### src/rtl/mouse_ptr_scheduler_if.sv
// mouse_ptr_scheduler_if: mouse packet inputs, frame pulse and committed pointer outputs
//   master : drives m_done_tick, x, y, btn, frame_start; observes ptr_x, ptr_y, ptr_color,
//            update_tick, overflow
//   slave  : the scheduler side of the same signals
interface mouse_ptr_scheduler_if;
   logic       m_done_tick;
   logic [8:0] x;
   logic [8:0] y;
   logic [2:0] btn;
   logic       frame_start;
   logic [9:0] ptr_x;
   logic [9:0] ptr_y;
   logic [2:0] ptr_color;
   logic       update_tick;
   logic       overflow;
   modport master (
      output m_done_tick, x, y, btn, frame_start,
      input  ptr_x, ptr_y, ptr_color, update_tick, overflow
   );
   modport slave (
      input  m_done_tick, x, y, btn, frame_start,
      output ptr_x, ptr_y, ptr_color, update_tick, overflow
   );
endinterface

### src/rtl/mouse_ptr_scheduler.sv
// mouse_ptr_scheduler: frame-synchronous pointer controller; accumulates PS/2 deltas and clicks, commits once per vblank
//   clk, rst_n        : clock, synchronous active-low reset
//   bus.m_done_tick   : packet strobe; bus.x / bus.y signed 9-bit deltas (y up positive); bus.btn {m,r,l}
//   bus.frame_start   : vblank pulse that starts a commit (IDLE -> SUM -> CLAMP)
//   bus.ptr_x/ptr_y   : committed top-left of the pointer, clamped inside the visible area
//   bus.ptr_color     : committed colour {b,g,r}
//   bus.update_tick   : one-cycle pulse when ptr_* take new values
//   bus.overflow      : sticky, an accumulator saturated since the last commit
module mouse_ptr_scheduler #(
   parameter int H_MAX = 639,
   parameter int V_MAX = 479,
   parameter int SIZE  = 16,
   parameter int ACC_W = 12
) (
   input logic                  clk,
   input logic                  rst_n,
   mouse_ptr_scheduler_if.slave bus
);
   localparam logic signed [ACC_W:0] X_LIM   = (ACC_W+1)'(H_MAX + 1 - SIZE);
   localparam logic signed [ACC_W:0] Y_LIM   = (ACC_W+1)'(V_MAX + 1 - SIZE);
   localparam logic signed [ACC_W:0] ACC_MAX = (ACC_W+1)'(2 ** (ACC_W - 1) - 1);
   localparam logic signed [ACC_W:0] ACC_MIN = (ACC_W+1)'(-(2 ** (ACC_W - 1)));
   localparam logic [9:0]            X_CTR   = 10'((H_MAX + 1 - SIZE) / 2);
   localparam logic [9:0]            Y_CTR   = 10'((V_MAX + 1 - SIZE) / 2);

   typedef enum logic [1:0] {IDLE, SUM, CLAMP} state_t;
   state_t state;

   logic [ACC_W-1:0]      acc_x, acc_y, snap_x, snap_y, nx, ny;
   logic signed [ACC_W:0] raw_x, raw_y, sx, sy;
   logic [2:0]            col_acc, snap_col, ncol, btn_prev, rise;
   logic                  home_req, snap_home, nhome, sat_hit;

   function automatic logic [ACC_W-1:0] sat(input logic signed [ACC_W:0] v);
      return v > ACC_MAX ? ACC_MAX[ACC_W-1:0] : v < ACC_MIN ? ACC_MIN[ACC_W-1:0] : v[ACC_W-1:0];
   endfunction

   function automatic logic [9:0] clamp(input logic signed [ACC_W:0] v, input logic signed [ACC_W:0] lim);
      return v[ACC_W] ? '0 : v > lim ? lim[9:0] : v[9:0];
   endfunction

   // Next live accumulator values; Y is negated because screen rows grow downwards.
   always_comb begin
      rise    = bus.btn & ~btn_prev & {3{bus.m_done_tick}};
      raw_x   = $signed({acc_x[ACC_W-1], acc_x}) + $signed({{(ACC_W-8){bus.x[8]}}, bus.x});
      raw_y   = $signed({acc_y[ACC_W-1], acc_y}) - $signed({{(ACC_W-8){bus.y[8]}}, bus.y});
      nx      = bus.m_done_tick ? sat(raw_x) : acc_x;
      ny      = bus.m_done_tick ? sat(raw_y) : acc_y;
      ncol    = col_acc + {2'b0, rise[1]} - {2'b0, rise[0]};
      nhome   = home_req | rise[2];
      sat_hit = bus.m_done_tick && (raw_x > ACC_MAX || raw_x < ACC_MIN || raw_y > ACC_MAX || raw_y < ACC_MIN);
   end

   always_ff @(posedge clk) begin
      if (!rst_n) begin
         state           <= IDLE;
         acc_x           <= '0;
         acc_y           <= '0;
         col_acc         <= '0;
         home_req        <= 1'b0;
         snap_x          <= '0;
         snap_y          <= '0;
         snap_col        <= '0;
         snap_home       <= 1'b0;
         sx              <= '0;
         sy              <= '0;
         btn_prev        <= '0;
         bus.ptr_x       <= X_CTR;
         bus.ptr_y       <= Y_CTR;
         bus.ptr_color   <= '0;
         bus.update_tick <= 1'b0;
         bus.overflow    <= 1'b0;
      end else begin
         acc_x           <= nx;
         acc_y           <= ny;
         col_acc         <= ncol;
         home_req        <= nhome;
         if (bus.m_done_tick) btn_prev <= bus.btn;
         bus.update_tick <= 1'b0;
         // A saturation in the commit cycle belongs to the next frame, so it survives the clear.
         bus.overflow    <= (state != CLAMP && bus.overflow) || sat_hit;
         case (state)
            IDLE: if (bus.frame_start) begin
               // The snapshot takes the next values so a coincident tick lands in this commit.
               snap_x    <= nx;
               snap_y    <= ny;
               snap_col  <= ncol;
               snap_home <= nhome;
               acc_x     <= '0;
               acc_y     <= '0;
               col_acc   <= '0;
               home_req  <= 1'b0;
               state     <= SUM;
            end
            SUM: begin
               sx    <= $signed({{(ACC_W-9){1'b0}}, bus.ptr_x}) + $signed({snap_x[ACC_W-1], snap_x});
               sy    <= $signed({{(ACC_W-9){1'b0}}, bus.ptr_y}) + $signed({snap_y[ACC_W-1], snap_y});
               state <= CLAMP;
            end
            CLAMP: begin
               bus.ptr_x       <= snap_home ? X_CTR : clamp(sx, X_LIM);
               bus.ptr_y       <= snap_home ? Y_CTR : clamp(sy, Y_LIM);
               bus.ptr_color   <= snap_home ? 3'd0 : bus.ptr_color + snap_col;
               bus.update_tick <= 1'b1;
               state           <= IDLE;
            end
            default: state <= IDLE;
         endcase
      end
   end
endmodule
### src/flat_wrapper.sv
// flat-port wrapper written by rule: the top's interface ports become plain ports
module mouse_ptr_scheduler_flat 
#(
   parameter int H_MAX = 639,
   parameter int V_MAX = 479,
   parameter int SIZE  = 16,
   parameter int ACC_W = 12
)
  (clk, rst_n, bus_m_done_tick, bus_x, bus_y, bus_btn, bus_frame_start, bus_ptr_x, bus_ptr_y, bus_ptr_color, bus_update_tick, bus_overflow);
  mouse_ptr_scheduler_if bus_i ();
  input logic clk;
  input logic rst_n;
  input wire logic [$bits(bus_i.m_done_tick)-1:0] bus_m_done_tick;
  input wire logic [$bits(bus_i.x)-1:0] bus_x;
  input wire logic [$bits(bus_i.y)-1:0] bus_y;
  input wire logic [$bits(bus_i.btn)-1:0] bus_btn;
  input wire logic [$bits(bus_i.frame_start)-1:0] bus_frame_start;
  output wire logic [$bits(bus_i.ptr_x)-1:0] bus_ptr_x;
  output wire logic [$bits(bus_i.ptr_y)-1:0] bus_ptr_y;
  output wire logic [$bits(bus_i.ptr_color)-1:0] bus_ptr_color;
  output wire logic [$bits(bus_i.update_tick)-1:0] bus_update_tick;
  output wire logic [$bits(bus_i.overflow)-1:0] bus_overflow;
  assign bus_i.m_done_tick = bus_m_done_tick;
  assign bus_i.x = bus_x;
  assign bus_i.y = bus_y;
  assign bus_i.btn = bus_btn;
  assign bus_i.frame_start = bus_frame_start;
  assign bus_ptr_x = bus_i.ptr_x;
  assign bus_ptr_y = bus_i.ptr_y;
  assign bus_ptr_color = bus_i.ptr_color;
  assign bus_update_tick = bus_i.update_tick;
  assign bus_overflow = bus_i.overflow;
  mouse_ptr_scheduler #(.H_MAX(H_MAX), .V_MAX(V_MAX), .SIZE(SIZE), .ACC_W(ACC_W)) u_core (.clk(clk), .rst_n(rst_n), .bus(bus_i));
endmodule
### config.mk
export PLATFORM = sky130hd
export DESIGN_NAME = mouse_ptr_scheduler_flat
export DESIGN_NICKNAME = d
export VERILOG_FILES = /design/src/rtl/mouse_ptr_scheduler_if.sv /design/src/rtl/mouse_ptr_scheduler.sv /design/src/flat_wrapper.sv
export SDC_FILE = /design/constraint.sdc
export NUM_CORES = 1
export LEC_CHECK = 0
export BUFFER_PORTS_ARGS = -buffer_cell sky130_fd_sc_hd__buf_2
export CORE_MARGIN = 8
export CORE_UTILIZATION = 44
export DETAILED_ROUTE_END_ITERATION = 10
export GPL_ROUTABILITY_DRIVEN = 0
export SLEW_MARGIN = 25
export SYNTH_ARGS = -nofsm -noshare
export SYNTH_HDL_FRONTEND = slang
export SYNTH_SLANG_ARGS = --single-unit
### constraint.sdc
create_clock -name clk -period 2.75 [get_ports clk]
set_clock_uncertainty 0.1 [all_clocks]
set_input_delay 0.4125 -clock clk [delete_from_list [all_inputs] [get_ports clk]]
set_output_delay 0.4125 -clock clk [all_outputs]
set_load 0.01 [all_outputs]
==> impl_metrics.toml, run 1 <==
[yosys]
post_synthesis_async_set_or_reset_flop_share_pct = 0
synth_cell_types = 65
mappedNetlistArea_um2 = 6550
syn_avg_cell_area_um2 = 8.43
number_of_nets_in_the_synthesized_netlist = 855
gate_count_of_the_mapped_netlist = 777
synth-seq-area-share_pct = 34.2
yosys_warnings = 0
yosys_most_used_dff = "dfxtp_1"
synth_top_cell_by_area = "dfxtp_1"
synth_edf_count = 0
yosysTopAreaCellShare_pct = 34.2
ys_seq_elements = 112
ys_top_cells_by_area = "dfxtp_1 (34%), ha_1 (9.0%), a21oi_1 (4.6%)"

[setup_path]
critical_path_required_ns = 2.92
worst-setup-path-type = "flip-flop to flip-flop"
crit_fanout = 5
crit_start = "u_core.acc_x[7]"
worst_r2r_startpoint = "u_core.acc_x[7]"
critPathArrivalTime_ns = 2.83
critical_path.reg2reg.endpoint = "u_core.snap_x[1]"
type_of_element_capturing_the_critical_path = "flip-flop"
r2r_slack_ns = 0.1
startpoint_type = "flip-flop"
worst_setup_path_endpoint = "u_core.snap_x[1]"
worstRegToRegCells = 8

[clocking]
tritoncts = "built"
clk-insertion-delay-late_ns = 0.35
clk_transition_reported_paths_ns = 0.07
clock_tree_sinks = 112
clock-root-buffer = "clkbuf_16"
cts_hold_buf = 0
cts_inserted_buffers = 9
cts_htree_levels = 3
clock_tree_buf_depth = 2

[global_route]
globalRouteTotalUtil_pct = 17.0
grt_pass1_wl_mm = 27.6
overflow = 0
grt_antenna_before_repair = 0
grt_start_max_net_pins = 51
grt_pass1_vias = 5490

[detailed_routing]
drt_wl_total_mm = 16.9
route.vias.total = 5889
detailedRoute.firstPassIterationCount = 5
met2_wirelength_mm = 7.61
routed.top_layer = "met4"
drt-vias-per-instance = 5.74
final_routed_wire_length_divided_by_cell_count_um = 16.5
ant_nets = 0
wirelength_met1_mm = 8.39
route.met3.wl_um = 640
detailedRoute.firstIterationViolations = 356
drc = 0

[place]
numPlacedInstances = 1008
placed_area_um2 = 7190
placement.io_buffers = 49
place.detailed.hpwl_mm = 12.7

[cells_and_area]
syn_to_final_growth_pct = 16.4
design_area_um2 = 7630
layout.cells.non_filler = 1026
layout_common_cells = "dfxtp_1 (109), a21oi_1 (58), nor2_1 (52)"
finalNetCount = 916
final_common_cell = "dfxtp_1"
n_antenna_cell = 0
drive_above_1_share_pct = 18.3

[sta]
tightest_slew_ns = 0.848
final_min_period_over_clock_period_pct = 96.5
slew_headroom_pct = 43.5
fin_setup_tns_ns = 0
hold_violations = 0
layout_min_cycle_time_ns = 2.65
fmax_mhz = 377
final_count_of_pins_violating_max_slew = 0
number_of_failing_setup_endpoints_in_the_final_timing_report = 0

[floorplanning]
design.die.area_um2 = 19100
floorplan.io_pins = 50
floorplan.die.height_um = 138
initial_utilization_pct = 45.1
placement_rows = 44
core_area_um2 = 14500
die_width_um = 138

[pwr]
pwr_cell_area_nw_per_um2 = 578
power_w = 0.00441
irDropWorstVdd_uv = 322
leakagePower_nw = 3.25

[status]
outcome = "completed"

[flow_run]
drv_cap = 0

[min_path]
worst_hold_startpoint = "bus_btn[2]"
min-delay-path-class = "primary input to flip-flop"
worst min-delay path by stage:
stage / cells past startpoint / to / slack [ns]
finish: 3 / u_core.btn_prev[2] / 0.22
global route: 3 / u_core.btn_prev[2] / 0.23
CTS: 3 / u_core.btn_prev[2] / 0.21
detailed placement: 2 / u_core.btn_prev[0] / 0.35
global placement: 2 / u_core.home_req / 0.35
floorplan: 2 / u_core.home_req / 0.32
critical path, cell delays in order (launching register included):
cell	delay, ns
dfxtp_2	0.39
ha_4	0.22
a21o_1	0.17
o21a_1	0.20
or4_4	0.43
o21ai_4	0.33
xor2_4	0.17
maj3_1	0.41
o21ai_0	0.17
registers in the layout, indices dropped and copies added (netlist names):
name / flops
u_core.sx: 13
u_core.sy: 13
u_core.acc_x: 12
u_core.acc_y: 12
u_core.snap_x: 12
u_core.snap_y: 12
u_core.bus.ptr_x: 10
u_core.bus.ptr_y: 10
u_core.btn_prev: 3
u_core.bus.ptr_color: 3
u_core.col_acc: 3
u_core.snap_col: 3
u_core.state: 2
u_core.bus.overflow: 1
u_core.bus.update_tick: 1
u_core.home_req: 1
u_core.snap_home: 1
metrics by stage:
step	hold WS, ns	utilization [%]	setup WS, ns
floorplan	0.321	-	0.0391
global placement	0.345	49.5	-0.106
detailed placement	0.350	49.5	-0.146
CTS	0.206	51.4	0.00649
global route	0.230	52.5	-0.00622
finish	0.219	52.5	0.0958
synth_stat cells, types with 7 or more instances:
library cell    n
nor2_1         53
nor2b_1         8
nor3b_1        10
a211oi_1        9
a21oi_2         8
or3_1           8
xnor2_1        17
o211ai_1       13
a22oi_1        25
inv_1          42
clkbuf_1       30
o21ai_1         7
nor4_1          8
a21o_1         17
maj3_2          8
ha_1           47
o21ai_0        51
xor2_1         13
buf_1           8
nand3_1        31
nor3_1         15
nand2_1        50
a31oi_1        13
maj3_1          8
a21oi_1        60
o21a_1         12
dfxtp_1       112
and3_1          9
area by class of cell:
class | count | area (um^2)
tap | 184 | 230
clock inverter | 3 | 42.5
fill | 1411 | 6910
multi-input combinational | 582 | 4110
timing repair buffer | 91 | 589
clock buffer | 12 | 246
sequential | 112 | 2250
inverter | 42 | 158
routing by layer:
metal,vias to the layer above,global-route usage [%]
li1,2946,-
met1,2801,23.1
met2,123,26.7
met3,19,2.57
met4,0,5.95
met5,-,0
kinds of logic after synthesis:
kind of cell | share of synthesized area [%]
xor gates and xnor gates | 4.26
buffers and inverters | 4.98
muxes | 0.458
AOI/OAI and AO/OA | 26.4
adders and majority gates | 13.4
DFF | 34.2
and+or+nand+nor | 16.3
what timing repair did:
action                                 CTS  global route
setup endpoints to repair                0            45
buffers inserted                         0             2
resized for setup                        0            30
endpoints found under the hold margin    0             0
power breakdown:
part	total, W	leakage, nW	internal (W)	switching, W
clock	0.00131	0.139	0.000726	0.000581
sequential	0.00186	0.916	0.00174	0.000112
combinational	0.00124	2.20	0.000564	0.000680
Note: power is estimated with default switching activity, not from simulation.
==> run 2: changes to the inputs <==
SETUP_SLACK_MARGIN = 0.15   (was not set)
==> impl_metrics.toml, run 2 (same netlist as run 1, synthesis figures left out) <==
[global_route]
grt_start_max_net_pins = 50
globalRouteTotalUtil_pct = 17.4
overflow = 0
grt_antenna_before_repair = 0
grt_pass1_wl_mm = 28.4
grt_pass1_vias = 5826

[cells_and_area]
final_common_cell = "dfxtp_1"
syn_to_final_growth_pct = 16.2
drive_above_1_share_pct = 18.8
design_area_um2 = 7620
n_antenna_cell = 0
layout_common_cells = "dfxtp_1 (103), a21oi_1 (58), nor2_1 (52)"
reg_top3 = "u_core.sx x13, u_core.sy x13"
finalNetCount = 910

[clocking]
clk_transition_reported_paths_ns = 0.07
clock_tree_sinks = 112
cts_inserted_buffers = 9
clock_tree_buf_depth = 2
tritoncts = "built"
cts_hold_buf = 0
clk-insertion-delay-late_ns = 0.35
clock-root-buffer = "clkbuf_16"
cts_htree_levels = 3

[flow_run]
drv_cap = 0

[setup_path]
crit_fanout = 13
worst_r2r_startpoint = "u_core.acc_y[7]"
startpoint_type = "flip-flop"
crit_start = "u_core.acc_y[7]"
worst_setup_path_endpoint = "u_core.acc_y[1]"
r2r_slack_ns = 0.23
worstRegToRegCells = 10
critPathArrivalTime_ns = 2.69
critical_path_required_ns = 2.93
type_of_element_capturing_the_critical_path = "flip-flop"
worst-setup-path-type = "flip-flop to flip-flop"
critical_path.reg2reg.endpoint = "u_core.acc_y[1]"

[pwr]
share_comb_of_total_power_pct = 27.6
pwr-share-clk_pct = 30.8
power.switching_w = 0.00139
p_seq_share_pct = 41.6
power_w = 0.00447
irDropWorstVdd_uv = 381
cell_internal_pwr_w = 0.00308
leakagePower_nw = 3.23
switching_share_pct = 31.1
pwr_cell_area_nw_per_um2 = 586

[sta]
hold_violations = 0
number_of_failing_setup_endpoints_in_the_final_timing_report = 0
fmax_mhz = 398
hold_ws_ns = 0.227
fin_setup_tns_ns = 0
final_min_period_over_clock_period_pct = 91.5
grt_setup_unrepaired = "yes"
tightest_slew_ns = 1.01
layout_min_cycle_time_ns = 2.52
final_count_of_pins_violating_max_slew = 0
slew_headroom_pct = 32.9
timing.final.ws_setup_ns = 0.235

[detailed_routing]
detailedRoute.firstPassIterationCount = 5
drc = 0
detailedRoute.firstIterationViolations = 461
route.vias.total = 5949
drt_wl_total_mm = 17.1
ant_nets = 0
drt-vias-per-instance = 5.83
final_routed_wire_length_divided_by_cell_count_um = 16.8

[min_path]
min-delay-path-class = "primary input to flip-flop"

[floorplanning]
placement_rows = 44
core_area_um2 = 14500
die_width_um = 138
floorplan.die.height_um = 138
design.die.area_um2 = 19100
initial_utilization_pct = 45.1
floorplan.io_pins = 50

[place]
detailedPlace.worstSlack_ns = -0.0618
placed_area_um2 = 7160
place.detailed.hpwl_mm = 12.8
placement.io_buffers = 49

[status]
outcome = "completed"
==> run 2: changes by cell type in the layout (fill, tap and decap cells not counted), moves of 2 or more <==
cell      change
o21ai_1       +2
o21ai_0       -2
buf_4         -6
dfxtp_4       +2
clkbuf_8      +2
fa_2          +2
dfxtp_1       -6
dfxtp_2       +4
fa_1          -2
==> run 2: power groups by stage <==
stage               Clock, W  Sequential (W)  Combinational (W)
floorplan                  0         0.00185           0.000881
global placement           0         0.00189            0.00113
detailed placement         0         0.00189            0.00117
CTS                  0.00140         0.00186            0.00119
global route         0.00147         0.00188            0.00137
finish               0.00137         0.00186            0.00123
==> run 2: worst min path at each step <==
stage	to	from	depth (start not counted)	slack [ns]
floorplan	u_core.home_req	u_core.home_req	2	0.32
global placement	u_core.home_req	u_core.home_req	2	0.34
detailed placement	u_core.home_req	u_core.home_req	2	0.35
CTS	u_core.btn_prev[0]	bus_btn[0]	3	0.21
global route	u_core.btn_prev[0]	bus_btn[0]	3	0.24
finish	u_core.btn_prev[0]	bus_btn[0]	3	0.23
==> run 2: what timing repair did <==
| action | 4_1_cts | 5_1_grt |
|---|---|---|
| setup endpoints to repair | 21 | 45 |
| buffers inserted | 1 | 3 |
| gates resized for setup | 9 | 31 |
| pin swaps | 1 | 15 |
| hold endpoints to repair | 0 | 0 |
==> run 2: routing by layer <==
layer	up-vias	track usage, %	share of wire, %
li1	2945	-	-
met1	2848	23.5	49
met2	136	28.1	46
met3	20	2.67	4.0
met4	0	5.03	1.3
met5	-	0	0
==> run 2: area by class of cell <==
type | instances | area, um^2
clock inverters | 2 | 37.5
multi-input cells | 581 | 4110
clock buffers | 13 | 270
well taps | 184 | 230
inverters | 42 | 158
repair buffers | 86 | 556
fillers | 1360 | 6920
flip-flops and latches | 112 | 2260
==> run 2: stage by stage <==
stage,util (%),instances
finish,52.4,1020
global route,52.4,1020
CTS,51.7,1017
detailed placement,49.3,1001
global placement,49.3,1001
floorplan,-,777
==> run 2: worst max-delay path, stage by stage (launching register included) <==
cell and delay (ns):
dfxtp_4 0.37, ha_4 0.21, buf_4 0.14, nand3_1 0.07
nor2_1 0.06, or4b_1 0.52, o22ai_2 0.20, xnor2_2 0.12
buf_12 0.15, maj3_1 0.36, a21oi_1 0.13
==> run 3: changes to the inputs <==
CORE_UTILIZATION = 50   (was 44)
PLACE_DENSITY = 0.71   (was not set)
==> impl_metrics.toml, run 3 (same netlist as run 1, synthesis figures left out) <==
[status]
outcome = "completed"

[global_route]
grt_pass1_vias = 5752
grt_pass1_wl_mm = 27.2
grt_start_max_net_pins = 50
globalRouteTotalUtil_pct = 19.8
overflow = 0
grt_antenna_before_repair = 0

[clocking]
cts_inserted_buffers = 9
clock_tree_buf_depth = 2
cts_htree_levels = 3
clock_tree_sinks = 112
tritoncts = "built"
clock-root-buffer = "clkbuf_16"
clk_transition_reported_paths_ns = 0.07
clk-insertion-delay-late_ns = 0.35

[pwr]
leakagePower_nw = 3.24
pwr_cell_area_nw_per_um2 = 582
pwr-share-clk_pct = 29.3
switching_share_pct = 31.7
cell_internal_pwr_w = 0.00307
share_comb_of_total_power_pct = 29.2
power.switching_w = 0.00143
irDropWorstVdd_uv = 317
p_seq_share_pct = 41.4

[sta]
hold_violations = 0
number_of_failing_setup_endpoints_in_the_final_timing_report = 0
final_min_period_over_clock_period_pct = 94.8
layout_min_cycle_time_ns = 2.61
fmax_mhz = 384
final_count_of_pins_violating_max_slew = 0
slew_headroom_pct = 48.5
hold_ws_ns = 0.212
tightest_slew_ns = 0.772
grt_setup_unrepaired = "yes"
fin_setup_tns_ns = 0
timing.final.ws_setup_ns = 0.143

[floorplanning]
design.die.area_um2 = 17000
core_area_um2 = 13000
floorplan.io_pins = 50
die_width_um = 130
floorplan.die.height_um = 130
initial_utilization_pct = 50.3
placement_rows = 42

[detailed_routing]
drt_wl_total_mm = 17.1
drc = 0
ant_nets = 0
route.vias.total = 6028
detailedRoute.firstPassIterationCount = 5
final_routed_wire_length_divided_by_cell_count_um = 16.9
detailedRoute.firstIterationViolations = 528
drt-vias-per-instance = 5.95

[place]
placed_area_um2 = 7140
detailedPlace.worstSlack_ns = -0.0618
place.detailed.hpwl_mm = 12.5
placement.io_buffers = 49

[setup_path]
crit_fanout = 6
startpoint_type = "flip-flop"
worstRegToRegCells = 9
critical_path_required_ns = 2.90
r2r_slack_ns = 0.14
worst-setup-path-type = "flip-flop to flip-flop"
critPathArrivalTime_ns = 2.75
type_of_element_capturing_the_critical_path = "flip-flop"

[cells_and_area]
reg_top3 = "u_core.sx x13, u_core.sy x13"
final_common_cell = "dfxtp_1"
area_of_combinational_cells_with_multiple_inputs_um2 = 4210
syn_to_final_growth_pct = 17.8
drive_above_1_share_pct = 20.7
nFillCells = 1134
layout_common_cells = "dfxtp_1 (104), a21oi_1 (57), nor2_1 (51)"
finalNetCount = 911
design_area_um2 = 7720
n_antenna_cell = 0
layout.area.seq_um2 = 2260

[min_path]
min-delay-path-class = "primary input to flip-flop"
holdPathStages = 3

[flow_run]
drv_cap = 0
-- run 3: repair_timing --
item,CTS,global route
setup endpoints to repair,21,41
gates cloned,0,1
pin swaps,1,22
setup buffers,0,6
endpoints found under the hold margin,0,0
hold buffers,0,0
gates resized for setup,10,51
-- run 3: final cells by class --
cell class / instances / share of cell area (%)
multi-input cells: 581 / 54.5
flip-flops and latches: 112 / 29.3
repair buffers: 87 / 7.57
clock buffers: 12 / 3.19
well taps: 176 / 2.85
inverters: 42 / 2.04
clock inverters: 3 / 0.551
-- run 3: worst paths after layout --
path | to | start
max | u_core.snap_x[5] | u_core.acc_x[7]
min | u_core.btn_prev[1] | bus_btn[1]
max reg2reg | u_core.snap_x[5] | u_core.acc_x[7]
min reg2reg | u_core.btn_prev[0] | u_core.btn_prev[0]
-- run 3: per-layer routing --
layer	up-vias	wire length, um	track usage, %
met5	-	0	0
met4	0	374	7.29
met3	35	941	3.25
met2	188	8020	32.6
met1	2847	7770	25.5
li1	2958	-	-
-- run 3: stage by stage --
step	utilization [%]	instances	total power [W]
2_1_floorplan	-	777	0.00273
3_3_place_gp	54.8	991	0.00300
3_5_place_dp	54.8	991	0.00305
4_1_cts	57.3	1006	0.00437
5_1_grt	59.2	1013	0.00472
6_report	59.2	1013	0.00449
-- run 3: critical path, stage by stage, from the launching register on --
cell and delay (ns):
dfxtp_4 0.37, ha_4 0.22, a21o_1 0.17, o21a_1 0.20, or4_4 0.44, o21ai_4 0.23, xor2_4 0.13, buf_6 0.16
or3_4 0.37, o311ai_1 0.11
-- run 3: power by group through the flow --
stage	registers [W]	clock network (W)	logic, W
floorplan	0.00185	0	0.000881
global placement	0.00188	0	0.00112
detailed placement	0.00189	0	0.00116
CTS	0.00186	0.00133	0.00118
global route	0.00187	0.00141	0.00144
finish	0.00186	0.00132	0.00131
